===== src/rtl/full_adder_xcheck.sv =====
// full_adder_xcheck: 1-bit full adder built twice (dataflow and procedural),
// with registered results, a sticky cross-check flag, input-combination
// coverage tracking and a saturating count of accepted vectors.
`timescale 1ns/1ps
module full_adder_xcheck #(
    parameter int unsigned CNT_W = 8
) (
    input  logic             clk,
    input  logic             rst_n,
    input  logic             in_valid,
    input  logic             x,
    input  logic             y,
    input  logic             cin,
    input  logic             err_clr,
    output logic             sum_cont,
    output logic             cout_cont,
    output logic             sum_comb,
    output logic             cout_comb,
    output logic             out_valid,
    output logic             mismatch,
    output logic [7:0]       cov_mask,
    output logic             cov_full,
    output logic [CNT_W-1:0] vec_cnt
);

    // Saturating increment: holds at all-ones instead of wrapping to zero.
    function automatic logic [CNT_W-1:0] sat_inc(input logic [CNT_W-1:0] v);
        if (v == {CNT_W{1'b1}})
            return v;
        return v + {{(CNT_W-1){1'b0}}, 1'b1};
    endfunction

    // Dataflow path: plain continuous assignments.
    logic sum_df;
    logic cout_df;
    assign sum_df  = x ^ y ^ cin;
    assign cout_df = (x & y) | (x & cin) | (y & cin);

    // Procedural path: truth-table lookup, deliberately independent of the XOR/majority gates above.
    logic sum_proc;
    logic cout_proc;
    always_comb begin
        sum_proc  = 1'b0;
        cout_proc = 1'b0;
        case ({x, y, cin})
            3'b000: begin cout_proc = 1'b0; sum_proc = 1'b0; end
            3'b001: begin cout_proc = 1'b0; sum_proc = 1'b1; end
            3'b010: begin cout_proc = 1'b0; sum_proc = 1'b1; end
            3'b011: begin cout_proc = 1'b1; sum_proc = 1'b0; end
            3'b100: begin cout_proc = 1'b0; sum_proc = 1'b1; end
            3'b101: begin cout_proc = 1'b1; sum_proc = 1'b0; end
            3'b110: begin cout_proc = 1'b1; sum_proc = 1'b0; end
            3'b111: begin cout_proc = 1'b1; sum_proc = 1'b1; end
            default: begin cout_proc = 1'bx; sum_proc = 1'bx; end
        endcase
    end

    logic             sum_cont_q,  sum_cont_d;
    logic             cout_cont_q, cout_cont_d;
    logic             sum_comb_q,  sum_comb_d;
    logic             cout_comb_q, cout_comb_d;
    logic             out_valid_q, out_valid_d;
    logic             mismatch_q,  mismatch_d;
    logic [7:0]       cov_mask_q,  cov_mask_d;
    logic [CNT_W-1:0] vec_cnt_q,   vec_cnt_d;
    logic [7:0]       cov_mask_set;

    // Next-state: results load on accept; err_clr beats the accept for the status registers only.
    always_comb begin
        sum_cont_d   = sum_cont_q;
        cout_cont_d  = cout_cont_q;
        sum_comb_d   = sum_comb_q;
        cout_comb_d  = cout_comb_q;
        out_valid_d  = in_valid;
        mismatch_d   = mismatch_q;
        cov_mask_d   = cov_mask_q;
        vec_cnt_d    = vec_cnt_q;
        cov_mask_set = cov_mask_q;
        cov_mask_set[{x, y, cin}] = 1'b1;
        if (in_valid) begin
            sum_cont_d  = sum_df;
            cout_cont_d = cout_df;
            sum_comb_d  = sum_proc;
            cout_comb_d = cout_proc;
            cov_mask_d  = cov_mask_set;
            vec_cnt_d   = sat_inc(vec_cnt_q);
            if ({cout_df, sum_df} != {cout_proc, sum_proc})
                mismatch_d = 1'b1;
        end
        if (err_clr) begin
            mismatch_d = 1'b0;
            cov_mask_d = 8'h00;
            vec_cnt_d  = '0;
        end
    end

    // State registers; asynchronous reset also drops any vector in flight.
    always_ff @(posedge clk or negedge rst_n) begin
        if (!rst_n) begin
            sum_cont_q  <= 1'b0;
            cout_cont_q <= 1'b0;
            sum_comb_q  <= 1'b0;
            cout_comb_q <= 1'b0;
            out_valid_q <= 1'b0;
            mismatch_q  <= 1'b0;
            cov_mask_q  <= 8'h00;
            vec_cnt_q   <= '0;
        end else begin
            sum_cont_q  <= sum_cont_d;
            cout_cont_q <= cout_cont_d;
            sum_comb_q  <= sum_comb_d;
            cout_comb_q <= cout_comb_d;
            out_valid_q <= out_valid_d;
            mismatch_q  <= mismatch_d;
            cov_mask_q  <= cov_mask_d;
            vec_cnt_q   <= vec_cnt_d;
        end
    end

    assign sum_cont  = sum_cont_q;
    assign cout_cont = cout_cont_q;
    assign sum_comb  = sum_comb_q;
    assign cout_comb = cout_comb_q;
    assign out_valid = out_valid_q;
    assign mismatch  = mismatch_q;
    assign cov_mask  = cov_mask_q;
    assign cov_full  = (cov_mask_q == 8'hFF);
    assign vec_cnt   = vec_cnt_q;

endmodule


===== config.mk =====
export PLATFORM = sky130hd
export DESIGN_NAME = full_adder_xcheck
export DESIGN_NICKNAME = d
export VERILOG_FILES = /design/src/rtl/full_adder_xcheck.sv
export SDC_FILE = /design/constraint.sdc
export NUM_CORES = 1
export LEC_CHECK = 0
export ABC_AREA = 0
export BUFFER_PORTS_ARGS = -buffer_cell sky130_fd_sc_hd__buf_2
export CAP_MARGIN = 20
export CORE_ASPECT_RATIO = 0.9
export CORE_MARGIN = 2
export CORE_UTILIZATION = 46
export DETAILED_ROUTE_END_ITERATION = 8
export PLACE_DENSITY = 0.74
export REMOVE_ABC_BUFFERS = 1
export SLEW_MARGIN = 20
export SYNTH_ARGS = -nofsm -noshare
export SYNTH_HDL_FRONTEND = slang
export SYNTH_SLANG_ARGS = --single-unit
export TNS_END_PERCENT = 30

===== constraint.sdc =====
create_clock -name clk -period 1.8 [get_ports clk]
set_input_delay 0.18 -clock clk [delete_from_list [all_inputs] [get_ports clk]]
set_output_delay 0.18 -clock clk [all_outputs]
set_load 0.02 [all_outputs]

==> results by group <==
Drt
  • First-pass DRT Iterations: 4
  • Vias post-DR: approximately 920
  • Routed vias/inst: between 5 and 6
  • Number of routed nets with antenna violations: 0
  • Initial DRC Count: 28
  • DRC: 0
  • Total wire length: 2302 µm
  • DR WL/cell: around 14 µm

Worst setup path
  • CP Capture Type: register
  • Req. time, crit path: 2.03 ns
  • CP startpoint: vec_cnt[0]
  • Cell family with most CP delay: flip-flops
  • CP peak stage delay: between 0.4 and 0.5 ns
  • RR Endpoint: vec_cnt[7]
  • Launch point of the worst reg-to-reg path: vec_cnt[0]
  • Arrival time at the worst endpoint: 1.94 ns
  • Worst path cell trace: ha_2 > a41o_2 > or3_2 > a21oi_1
  • Crit-path slowest cell: dfrtp_1
  • Crit path max fanout: 8
  • R2R setup slack: 0.09 ns
  • Buf/Inv on CP: 0
  • Startpoint class of the critical path: register
  • Worst r2r path cells: 4
  • Kind of critical path: register to register

Logic synthesis
  • Register area share after synthesis: 49.77%
  • Post-Synth Simple-Gate Area: 14.03%
  • Post-synthesis register bit count: 22
  • Post-Synth Adder-Cell Area: 9.729%
  • Mapped Area: between 0.001 and 0.0015 mm²
  • Post-Synth XOR/XNOR Area: 4.751%
  • Synth unique cells: 26
  • Post-synthesis mux area share: 3.959%
  • Compound-Gate Fraction of Synth Area: 12.67%
  • Ys Warns: 0
  • Top post-synthesis cells by area: dfrtp_1 (50%), ha_1 (7.9%), a31oi_1 (6.2%)
  • Syn Area/Cell: 10.53 µm²
  • Largest family of logic cells by synthesized area: simple AND/OR/NAND/NOR gates
  • Dominant cell type by area after synthesis: dfrtp_1
  • Post-synth top area share: between 40% and 50%
  • Cell count after synthesis: roughly 110

Min path
  • Worst Hold Launch: err_clr
  • Worst hold-check path type: input port to register
  • Worst Hold Path Cells: 2
  • Hold EP: cov_mask[6]

Clocking
  • Bufs on Longest Clock Path: 2
  • Root buf cell: clkbuf_4
  • CTS tree: done
  • Cts bufs inserted: 3
  • CTS sink cnt: 22
  • Clock transition at path regs: 0.12 ns
  • Clk_lat worst skew: 0.31 ns
  • CTS HTree Levels: 1

GRT
  • Initial antenna violation count: 0
  • Overflow after GRT: 0
  • Largest net degree at the start of global routing: 23
  • GRT Total Usage: 18.03%
  • Vias in the first global route: around 850
  • First-pass GRT wire length: between 3000 and 4000 µm

Power
  • Total Power Consumption: 0.9999 mW
  • P_leak: 0.6556 nW
  • PD cells: roughly 760 mW/mm²
  • VDD IR max: 0.0004879 V

Timing
  • Setup ws final: roughly 0.09 ns
  • Crit path time final: 1.709 ns
  • TNS Setup: 0 ns
  • Slew HR: 67.88%
  • Slew @ Worst Pin: 0.4818 ns
  • F_max: 585.0 MHz
  • Clock Skews: between 0.003 and 0.004 ns
  • RSZ-0062 raised after global routing: no
  • Final setup viols: 0
  • Fin. Hold Viols: 0
  • Tcrit/Tclk final: 94.96%
  • Max Slew Vio Count: 0

Layout
  • Final core occ: 59.40%
  • # fillers: 188
  • Multi-input gate area: 503.0 µm²
  • Fraction of layout cells with a size suffix above 1: 31.62%
  • Flip-flop and latch area: 550.5 µm²
  • Nets: ~150
  • ANT cells: 0
  • Area delta synth->final: 19.34%
  • Final Instance Area: ~0.0013 mm²

Die
  • Die width: 55.69 µm
  • Core ar.: around 0.0022 mm²
  • Cell row count: 16
  • I/O pins: 30
  • Initial Utilization: 49.77%
  • Die height: 50.52 µm
  • Die Area: 0.002813 mm²

Placement
  • Post-place setup slack: a little over 0.05 ns
  • GPL Wtd Cong: 0.7891
  • DP HPWL: 1669 µm
  • PortBufs: 29
  • Placed inst area: ~0.0013 mm²

Flow run
  • Max_cap viols: 0

Outcome
  • Status: finished, final reports clean
==> synth_stat cells <==
cell,count
or4_1,1
buf_1,1
a31oi_1,11
a21oi_1,7
ha_1,7
xor2_1,1
mux2_2,3
and4_1,1
a41o_1,1
dfrtp_1,22
mux2i_1,1
nand2_1,1
nand4_1,4
xnor2_1,5
nand3_1,5
o31ai_1,1
nor3b_1,1
clkbuf_1,3
o21ai_0,2
o311ai_0,1
buf_6,2
nor2_1,14
inv_1,5
fa_1,1
nor3_1,2
or3_2,2
==> report_power, final <==
part	total, mW	internal (mW)	switching (mW)
sequential	0.541	0.522	0.0190
clock	0.272	0.124	0.148
combinational	0.188	0.0703	0.117
==> final cells by class <==
type / instances / share of cell area, %
Sequential cell: 22 / 41.71
Timing Repair Buffer: 33 / 13.46
Tap cell: 27 / 2.559
Inverter: 5 / 1.422
Multi-Input combinational cell: 72 / 38.10
Clock buffer: 4 / 2.749
==> sequential cells by signal, summed over array words and instances (netlist names) <==
name,count
vec_cnt,8
cov_mask,8
mismatch,1
out_valid,1
sum_cont,1
sum_comb,1
cout_comb,1
cout_cont,1
==> layer usage <==
layer	global-route usage [%]	part of all wire [%]
met1	23.04	44
met2	30.56	49
met3	3.093	5.6
met4	7.317	1.2
met5	0	0
==> cell families after synthesis <==
kind of cell	after synthesis
DFF	22
AOI/OAI and AO/OA	23
and+or+nand+nor	31
adders and majority gates	8
buffers and inverters	11
muxes	4
xor gates and xnor gates	6
==> worst max-delay path by stage <==
stage                 endpoint  cells past startpoint
global route        vec_cnt[3]                      4
detailed placement  vec_cnt[7]                      4
finish              vec_cnt[7]                      4
floorplan           vec_cnt[5]                      4
CTS                 vec_cnt[7]                      4
global placement    vec_cnt[5]                      4
==> layout by cell type, fill, tap and decap left out <==
| master | instances |
|---|---|
| a21oi_1 | 7 |
| a31oi_1 | 11 |
| a41o_2 | 1 |
| and4_1 | 1 |
| buf_2 | 29 |
| buf_4 | 3 |
| clkbuf_4 | 3 |
| clkbuf_8 | 1 |
| dfrtp_1 | 22 |
| dlygate4sd3_1 | 1 |
| fa_1 | 1 |
| ha_1 | 6 |
| ha_2 | 1 |
| inv_1 | 5 |
| mux2_2 | 3 |
| mux2i_1 | 1 |
| nand2_1 | 1 |
| nand3_1 | 5 |
| nand4_1 | 4 |
| nor2_1 | 14 |
| nor3_1 | 2 |
| nor3b_1 | 1 |
| o21ai_0 | 2 |
| o311ai_0 | 1 |
| o31ai_1 | 1 |
| or3_2 | 2 |
| or4_1 | 1 |
| xnor2_1 | 5 |
| xor2_1 | 1 |
==> metrics by stage <==
step,std cells,hold WS [ns]
floorplan,99,-0.1156
global placement,158,0.1624
detailed placement,158,0.1699
CTS,163,0.2313
global route,163,0.2363
finish,163,0.2458
==> worst reg2reg max path, cell delays in order, from the launching register on <==
cell and delay [ns]:
dfrtp_1 0.47, ha_2 0.26, a41o_2 0.28, or3_2 0.45, a21oi_1 0.17
==> repair_timing <==
item,4_1_cts,5_1_grt
buffers inserted,0,0
hold buffers,1,0
endpoints found under the setup margin,0,3
resized for setup,0,2
hold endpoints to repair,22,0
Note: power is estimated with default switching activity, not from simulation.
